## src/rtl/conv_maxpool_if.sv

```systemverilog
`default_nettype none
// ============================================================================
//  Module      : conv_maxpool_if
//  Description : Config, sample-stream and result bundle for conv_maxpool.
//                The avg_mode signal exists only when AVG_POOL_EN is defined.
//  Revision    : 1.0 - initial release
// ============================================================================
interface conv_maxpool_if #(
    parameter int DATA_W = 16
);
    logic              cfg_valid;
    logic [3:0]        cfg_size;
    logic              in_valid;
    logic [DATA_W-1:0] in_data;
    logic              out_valid;
    logic [DATA_W-1:0] out_data;
    logic              frame_done;
    logic              busy;
`ifdef AVG_POOL_EN
    logic              avg_mode;
`endif

    // Controller / upstream side
    modport master (
        output cfg_valid,
        output cfg_size,
        output in_valid,
        output in_data,
`ifdef AVG_POOL_EN
        output avg_mode,
`endif
        input  out_valid,
        input  out_data,
        input  frame_done,
        input  busy
    );

    // Pooling stage side
    modport slave (
        input  cfg_valid,
        input  cfg_size,
        input  in_valid,
        input  in_data,
`ifdef AVG_POOL_EN
        input  avg_mode,
`endif
        output out_valid,
        output out_data,
        output frame_done,
        output busy
    );
endinterface
`default_nettype wire

```

## src/rtl/conv_maxpool.sv

```systemverilog
`default_nettype none
// ============================================================================
//  Module      : conv_maxpool
//  Description : 2x2 stride-2 pooling of a raster-order N x N signed sample
//                stream. One pooled sample per window, emitted one cycle
//                after the window's bottom-right sample is accepted.
//                Optional macro AVG_POOL_EN adds average pooling selected by
//                avg_mode (latched with the config pulse).
//  Revision    : 1.0 - initial release
// ============================================================================
module conv_maxpool #(
    parameter int DATA_W   = 16,
    parameter int MAX_SIZE = 8
) (
    input wire            clk,
    input wire            rst_n,
    conv_maxpool_if.slave bus
);

    localparam int         c_LB_DEPTH = MAX_SIZE / 2;
    localparam int         c_LB_AW    = (c_LB_DEPTH > 1) ? $clog2(c_LB_DEPTH) : 1;
    localparam logic [3:0] c_MAX_N    = 4'(MAX_SIZE);
`ifdef AVG_POOL_EN
    // Row-pair sums need one extra bit of headroom
    localparam int         c_LB_W     = DATA_W + 1;
`else
    localparam int         c_LB_W     = DATA_W;
`endif

    localparam logic [0:0] c_ST_IDLE  = 1'b0;
    localparam logic [0:0] c_ST_RUN   = 1'b1;

    logic [0:0] r_state;
    logic [0:0] w_state_nxt;
    logic       w_busy;

    logic [3:0] r_n;
    logic [3:0] r_row;
    logic [3:0] r_col;
    logic [3:0] w_n_cfg;
    logic [3:0] w_pool_lim;
    logic       w_cfg_ok;
    logic       w_accept;
    logic       w_last_col;
    logic       w_last;
    logic       w_in_pool;

    logic signed [DATA_W-1:0] w_in;
    logic signed [DATA_W-1:0] r_hold;
    logic signed [DATA_W-1:0] w_pm;
    logic signed [DATA_W-1:0] w_lb_max;
    logic signed [DATA_W-1:0] w_max_out;
    logic signed [DATA_W-1:0] w_out;
    logic        [c_LB_W-1:0] r_lb [c_LB_DEPTH];
    logic        [c_LB_W-1:0] w_lb_rd;
    logic        [c_LB_W-1:0] w_lb_wr;
    logic       [c_LB_AW-1:0] w_lb_idx;

    logic              r_out_valid;
    logic [DATA_W-1:0] r_out_data;
    logic              r_frame_done;

    // ---------------------------------------------------------------- control
    assign w_n_cfg    = (bus.cfg_size > c_MAX_N) ? c_MAX_N : bus.cfg_size;
    assign w_cfg_ok   = (r_state == c_ST_IDLE) && bus.cfg_valid && (bus.cfg_size >= 4'd2);
    assign w_accept   = (r_state == c_ST_RUN) && bus.in_valid;
    assign w_last_col = (r_col == r_n - 4'd1);
    assign w_last     = w_last_col && (r_row == r_n - 4'd1);
    // Odd N drops the trailing row/column: only the even-sized core is pooled
    assign w_pool_lim = {r_n[3:1], 1'b0};
    assign w_in_pool  = (r_row < w_pool_lim) && (r_col < w_pool_lim);

    // State register
    always_ff @(posedge clk or negedge rst_n) begin
        if (!rst_n) begin
            r_state <= c_ST_IDLE;
        end else begin
            r_state <= w_state_nxt;
        end
    end

    // Next-state: start on an accepted config, finish on the last sample
    always_comb begin
        w_state_nxt = r_state;
        case (r_state)
            c_ST_IDLE: if (w_cfg_ok)            w_state_nxt = c_ST_RUN;
            c_ST_RUN:  if (w_accept && w_last)  w_state_nxt = c_ST_IDLE;
            default:                            w_state_nxt = c_ST_IDLE;
        endcase
    end

    // FSM outputs
    always_comb begin
        w_busy = 1'b0;
        if (r_state == c_ST_RUN) begin
            w_busy = 1'b1;
        end
    end

    // Frame size latch and raster position counters
    always_ff @(posedge clk or negedge rst_n) begin
        if (!rst_n) begin
            r_n   <= 4'd0;
            r_row <= 4'd0;
            r_col <= 4'd0;
        end else if (w_cfg_ok) begin
            r_n   <= w_n_cfg;
            r_row <= 4'd0;
            r_col <= 4'd0;
        end else if (w_accept) begin
            if (w_last_col) begin
                r_col <= 4'd0;
                r_row <= r_row + 4'd1;
            end else begin
                r_col <= r_col + 4'd1;
            end
        end
    end

    // --------------------------------------------------------------- datapath
    assign w_in      = $signed(bus.in_data);
    assign w_lb_idx  = r_col[c_LB_AW:1];
    assign w_lb_rd   = r_lb[w_lb_idx];
    assign w_pm      = (w_in > r_hold) ? w_in : r_hold;
    assign w_lb_max  = w_lb_rd[DATA_W-1:0];
    assign w_max_out = (w_lb_max > w_pm) ? w_lb_max : w_pm;

`ifdef AVG_POOL_EN
    logic                     r_avg;
    logic signed [DATA_W:0]   w_pair_sum;
    logic signed [DATA_W+1:0] w_quad_sum;

    // Averaging mode is fixed for the whole frame
    always_ff @(posedge clk or negedge rst_n) begin
        if (!rst_n) begin
            r_avg <= 1'b0;
        end else if (w_cfg_ok) begin
            r_avg <= bus.avg_mode;
        end
    end

    assign w_pair_sum = {r_hold[DATA_W-1], r_hold} + {w_in[DATA_W-1], w_in};
    assign w_quad_sum = {w_lb_rd[c_LB_W-1], w_lb_rd} + {w_pair_sum[DATA_W], w_pair_sum};
    // Taking bits [DATA_W+1:2] is the arithmetic >>>2 (floor) truncated to DATA_W
    assign w_out      = r_avg ? w_quad_sum[DATA_W+1:2] : w_max_out;
    assign w_lb_wr    = r_avg ? w_pair_sum : {w_pm[DATA_W-1], w_pm};
`else
    assign w_out      = w_max_out;
    assign w_lb_wr    = w_pm;
`endif

    // Pair reduction per row, window reduction on odd rows; result registered
    always_ff @(posedge clk or negedge rst_n) begin
        if (!rst_n) begin
            r_hold       <= '0;
            r_out_valid  <= 1'b0;
            r_out_data   <= '0;
            r_frame_done <= 1'b0;
            for (int i = 0; i < c_LB_DEPTH; i++) begin
                r_lb[i] <= '0;
            end
        end else begin
            r_out_valid  <= 1'b0;
            r_frame_done <= w_accept && w_last;
            if (w_accept && w_in_pool) begin
                if (!r_col[0]) begin
                    r_hold <= w_in;
                end else if (!r_row[0]) begin
                    r_lb[w_lb_idx] <= w_lb_wr;
                end else begin
                    r_out_valid <= 1'b1;
                    r_out_data  <= w_out;
                end
            end
        end
    end

    assign bus.out_valid  = r_out_valid;
    assign bus.out_data   = r_out_data;
    assign bus.frame_done = r_frame_done;
    assign bus.busy       = w_busy;

endmodule
`default_nettype wire

```

## src/flat_wrapper.sv

```systemverilog
// flat-port wrapper written by rule: the top's interface ports become plain ports
module conv_maxpool_flat 
#(
    parameter int DATA_W   = 16,
    parameter int MAX_SIZE = 8
)
  (clk, rst_n, bus_cfg_valid, bus_cfg_size, bus_in_valid, bus_in_data, bus_out_valid, bus_out_data, bus_frame_done, bus_busy);
  conv_maxpool_if #(.DATA_W(DATA_W)) bus_i ();
  input wire clk;
  input wire rst_n;
  input wire logic [$bits(bus_i.cfg_valid)-1:0] bus_cfg_valid;
  input wire logic [$bits(bus_i.cfg_size)-1:0] bus_cfg_size;
  input wire logic [$bits(bus_i.in_valid)-1:0] bus_in_valid;
  input wire logic [$bits(bus_i.in_data)-1:0] bus_in_data;
  output wire logic [$bits(bus_i.out_valid)-1:0] bus_out_valid;
  output wire logic [$bits(bus_i.out_data)-1:0] bus_out_data;
  output wire logic [$bits(bus_i.frame_done)-1:0] bus_frame_done;
  output wire logic [$bits(bus_i.busy)-1:0] bus_busy;
  assign bus_i.cfg_valid = bus_cfg_valid;
  assign bus_i.cfg_size = bus_cfg_size;
  assign bus_i.in_valid = bus_in_valid;
  assign bus_i.in_data = bus_in_data;
  assign bus_out_valid = bus_i.out_valid;
  assign bus_out_data = bus_i.out_data;
  assign bus_frame_done = bus_i.frame_done;
  assign bus_busy = bus_i.busy;
  conv_maxpool #(.DATA_W(DATA_W), .MAX_SIZE(MAX_SIZE)) u_core (.clk(clk), .rst_n(rst_n), .bus(bus_i));
endmodule
```

## config.mk

```make
export PLATFORM = sky130hd
export DESIGN_NAME = conv_maxpool_flat
export DESIGN_NICKNAME = d
export VERILOG_FILES = /design/src/rtl/conv_maxpool_if.sv /design/src/rtl/conv_maxpool.sv /design/src/flat_wrapper.sv
export SDC_FILE = /design/constraint.sdc
export NUM_CORES = 1
export LEC_CHECK = 0
export BUFFER_PORTS_ARGS = -buffer_cell sky130_fd_sc_hd__buf_2
export CORE_MARGIN = 5
export CORE_UTILIZATION = 61
export CTS_CLUSTER_DIAMETER = 40
export CTS_CLUSTER_SIZE = 40
export DETAILED_ROUTE_END_ITERATION = 16
export GPL_ROUTABILITY_DRIVEN = 0
export PLACE_DENSITY = 0.8
export SKIP_LAST_GASP = 1
export SYNTH_ARGS = -nofsm -noshare
export SYNTH_HDL_FRONTEND = slang
export SYNTH_SLANG_ARGS = --single-unit
```

## constraint.sdc

```tcl
create_clock -name clk -period 5.65 [get_ports clk]
set_input_delay 0.2825 -clock clk [delete_from_list [all_inputs] [get_ports clk]]
set_output_delay 0.2825 -clock clk [all_outputs]
set_load 0.1 [all_outputs]
```

# Word level (Yosys, flattened, before mapping)
# Cells that the tools add are included.
# Widths: inputs -> output; s select.
[word_totals]
in_bits = 24
elab_cells = 65
register_bits = 111
output_inout_bits = 19
[op_classes]
magnitude_cmp = 8
eq_ne = 2
bitwise = 4
reduce_logical = 14
mux = 22
add_sub_neg = 3
[op_table]
columns = ["op", "count"]
rows = [
  ["$mux 16", 5],
  ["$bwmux 64", 1],
  ["$bmux 16 s2", 1],
  ["$demux 16 s2", 1],
  ["$gt 16x16->1", 2],
  ["$mux 4", 7],
  ["$add 4x1->4 const B", 2],
  ["$eq 4x4->1", 2],
  ["$logic_and 1x1->1", 8],
  ["$lt 4x4->1", 2],
  ["$mux 1", 6],
  ["$reduce_and 3->1", 2],
  ["$ge 4x2->1 const B", 1],
  ["$gt 4x4->1 const B", 1],
  ["$reduce_and 2->1", 2],
  ["$reduce_bool 2->1", 2],
  ["$sub 4x1->4 const B", 1],
  ["$ge 3x3->1 const B", 1],
  ["$lt 3x1->1 const B", 1],
  ["$not 1->1", 3],
  ["$not 2->3", 1],
  ["$pmux 1 s2", 1],
]

# Logic depth before layout (Yosys ltp)
[logic_depth]
ltp_word = 6
ltp_mapped = 20
depth_no_buf = 15

# Worst setup path before layout
# Ideal clock, no wire load.
[synth_timing]
path_kind = "reg2reg"
startpoint = "reg u_core.r_hold[15]"
endpoint = "reg u_core.r_out_data[10], in the netlist u_core.bus.out_data[10]"
n_path_buf = 5
stages_incl_launch_ff = 20
slack_ns = 1.353
t_arrival_ns = 4.206
t_required_ns = 5.560
period_less_slack_ns = 4.297
setup_ns = 0.090
cell_sequence = "dfrtp_1 -> inv_1 -> ha_1 -> and4_4 -> nand4_4 -> o31a_1 -> buf_6 -> buf_12 -> mux2_4 -> a222oi_1 -> ha_1 -> a211oi_1 -> a211oi_1 -> o21ai_0 -> a222oi_1 -> buf_4 -> or2_2 -> clkbuf_2 -> clkbuf_8 -> o221ai_1"
[synth_between]
elab_chain_cells = 4
[synth_lines]
columns = ["item", "line_no", "text"]
rows = [
  ["from (decl)", "conv_maxpool.sv:49", "logic signed [DATA_W-1:0] r_hold;"],
  ["from (signal assigned)", "conv_maxpool.sv:167", "r_hold <= w_in;"],
  ["$gt 16x16->1", "conv_maxpool.sv:124", "assign w_pm = (w_in > r_hold) ? w_in : r_hold;"],
  ["$mux 16 (*)", "conv_maxpool.sv:124", ""],
  ["$gt 16x16->1", "conv_maxpool.sv:126", "assign w_max_out = (w_lb_max > w_pm) ? w_lb_max : w_pm;"],
  ["$mux 16 (*)", "conv_maxpool.sv:126", ""],
  ["to (signal assigned)", "conv_maxpool.sv:172", "r_out_data <= w_out;"],
  ["to (decl)", "conv_maxpool.sv:60", "logic [DATA_W-1:0] r_out_data;"],
]
# Mark *: on every way between the ends. The rest lies on a longest branch, timed or not.
# A chain may end at the register's enable or synchronous reset.

# Worst setup path after layout
[layout_timing]
startpoint = "reg u_core.r_hold[15]"
endpoint = "reg u_core.r_out_data[15], in the netlist u_core.bus.out_data[15]"
# Same word-level chain as after synthesis.

==> flow_metrics.py <==
metrics = {
    "cells_and_area": {
        "diodes": 0,
        "final_cell_mix": "110 x dfrtp_1, 93 x nand2_1, 45 x a21oi_1, 41 x buf_2, 39 x ha_1",
        "final_cell_area_mm2": 0.00669,
        "fin_util_pct": 67.8,
        "drive_gt1_share_pct": 18.4,
        "final_common_cell": "dfrtp_1",
        "nNetsFinal": 697,
        "area_growth_pct": 7.72,
    },
    "power": {
        "swShare_pct": 47.0,
        "combPwrFrac_pct": 57.5,
        "ir_drop_v": 0.000335,
        "clkPwrFrac_pct": 10.0,
        "p_int_mw": 2.34,
        "p_sw_mw": 2.07,
        "seqPwrFrac_pct": 32.4,
        "p_leak_nw": 3.16,
        "p_per_area_mw_per_mm2": 659,
    },
    "detailed_routing": {
        "drc": 0,
        "vias": 4907,
        "ant_nets": 0,
        "routed_wl_um": 14100,
        "avgRoutedWirePerCell_um": 18.3,
        "drt_first_pass_iters": 7,
        "viasPerCell": 6.37,
        "drt_iter0_drc": 411,
    },
    "logic_synthesis": {
        "synth-edff-count": 0,
        "synth_warnings": 0,
        "yosysSeqAreaShare_pct": 44.7,
        "yosys.cell_types.count": 55,
        "syn_area_per_cell_um2": 10.4,
        "yosysTopAreaCellShare_pct": 44.7,
        "ys_top_cells_by_area": "dfrtp_1 45%, ha_1 7.9%, nand2_1 5.6%, a21oi_1 3.6%, mux4_2 3.3%",
        "yosysTopAreaCell": "dfrtp_1",
        "syn_area_mm2": 0.00621,
        "syn_nets": 661,
        "synthFlopType": "dfrtp_1",
        "syn_inst": 598,
        "async_reset_ff_share_pct": 100,
        "synth_seq_cells": 111,
    },
    "clock_tree": {
        "clk_pin_slew_ns": 0.10,
        "clkSinkCount": 111,
        "cts_tree": "yes",
        "hold_buffers": 0,
        "cts_buffers": 9,
        "cts_max_level": 3,
        "cts_resized": 0,
        "cts_buffer_depth": 2,
        "clock-root-buffer": "clkbuf_8",
        "post_cts_buffers": 0,
        "clkLatencyLatePin_ns": 0.38,
    },
    "placement": {
        "numPortBuffers": 42,
        "placed_area_mm2": 0.00652,
        "dp_hpwl_um": 9920,
    },
    "setup_path": {
        "cp_max_fo": 17,
        "slowest_delay_ns": 0.77,
        "crit_slowest_cell": "a222oi_1",
        "worstSetupStartpoint": "u_core.r_hold[15]",
        "cp_data_required_time_ns": 5.87,
        "cp_top_family": "compound AO/OA/AOI/OAI gates",
        "cp-start-kind": "flop",
        "cp_num_buf_inv": 2,
        "critical_path_class": "flop to flop",
        "r2r_start": "u_core.r_hold[15]",
        "crit_path_end_kind": "flop",
        "crit_arrival_ns": 4.99,
        "cp_cell_sequence": "inv_1, ha_1, and4_4, nand4_4, a211o_1, and4_1, a222oi_1, ha_1, nand4_1, nor3_1, o21ai_0, a222oi_1, buf_4, or2_2, o221ai_1",
    },
    "global_routing": {
        "grt_start_max_net_pins": 84,
        "use_met2_pct": 38.6,
        "grt_pass1_vias": 4887,
        "use_met1_pct": 32.2,
        "top_usage_layer": "met2",
        "met3_usage_pct": 4.42,
        "grt_usage_pct": 23.8,
        "grt-ovfl-total": 0,
        "antenna_found_initial": 0,
        "grt_pass1_wl_um": 23800,
    },
    "sta": {
        "fin_crit_sh_pct": 84.4,
        "tns_ns": 0,
        "rsz0062_at_grt": "false",
        "max_slew_margin_pct": 26.3,
        "setup_viol": 0,
        "fin_crit_ns": 4.77,
        "finalHoldViolations": 0,
        "drv_slew": 0,
        "holdWs_ns": 0.0575,
        "fmax_ghz": 0.210,
        "fin_skew_ns": 0.00641,
        "worst_slew_pin_slew_ns": 1.11,
    },
    "run": {
        "maxCapViolations": 0,
    },
    "floorplan": {
        "fp.dieH_um": 111,
        "row_count": 36,
        "fp.dieW_um": 111,
        "core_area_mm2": 0.00986,
        "dieArea_mm2": 0.0123,
        "io-pin-count": 43,
        "start_util_pct": 62.9,
    },
    "min_path": {
        "hp-class": "input pin to asynchronous set/reset pin",
    },
    "status": {
        "status": "complete, no violations",
    },
}
## cells by family after synthesis
logic type               count (synthesis)  synth area share, %
multiplexers                            33                 9.85
AND/OR/NAND/NOR                        154                 11.1
XOR/XNOR                                12                 1.91
AO/OA/AOI/OAI                          178                 18.5
flip-flops                             111                 44.7
buffers and inverters                   71                 6.07
adder cells (fa/ha/maj)                 39                 7.86
## per-layer routing
metal / vias to the layer above / part of all wire (%) / wire length, µm
met5: - / 0 / 0
met4: 0 / 1.8 / 253
met3: 22 / 8.4 / 1190
met2: 215 / 47 / 6630
met1: 2384 / 43 / 6030
li1: 2286 / - / -
## registers in the layout, indices dropped and copies added, names as in the netlist, 4 cells and up
signal,cells
u_core.r_hold,16
u_core.r_col,4
u_core.r_row,4
u_core.r_lb,64
u_core.bus.out_data,16
u_core.r_n,4
## stage by stage
step	setup slack, ns	power, mW	cells
finish	0.883	4.41	770
detailed placement	1.06	3.93	756
global route	0.671	4.74	770
floorplan	1.35	3.26	598
global placement	1.12	3.80	756
CTS	1.01	4.38	770
## final cells by class
type	count	area (µm²)
inverters	30	113
fillers	729	3180
flip-flops and latches	111	2780
well taps	133	166
repair buffers	66	393
multi-input cells	416	3070
clock buffers	11	151
clock inverters	3	18.8
## synth_stat cells, types with 7 or more instances
master    instances
dfrtp_1         111
nand2_1          93
a21oi_1          45
ha_1             39
o21ai_0          32
inv_1            30
clkbuf_1         25
o21ai_1          25
nor2_1           24
o221ai_1         17
a222oi_1         16
a31oi_1          16
mux2_4            9
mux4_2            9
mux2_2            8
mux4_1            7
nand4_1           7
## final timing paths
kind	endpoint	slack [ns]	depth (start not counted)
worst min register to register	u_core.r_lb[48]	0.49	2
worst max register to register	u_core.bus.out_data[15]	0.88	15
max in group asynchronous	u_core.r_lb[50]	4.60	2
min in group clk	u_core.r_hold[10]	0.17	3
worst max-delay path	u_core.bus.out_data[15]	0.88	15
worst min-delay path	u_core.r_lb[7]	0.06	1
## power groups by stage
stage                     combinational, mW  clock, mW  sequential [mW]
final                                  2.54      0.442             1.43
after global routing                   2.79      0.477             1.48
after CTS                              2.51      0.446             1.42
after detailed placement               2.49          0             1.44
after global placement                 2.39          0             1.41
after floorplan                        1.74          0             1.52
Power figures use the tool's default switching activity.
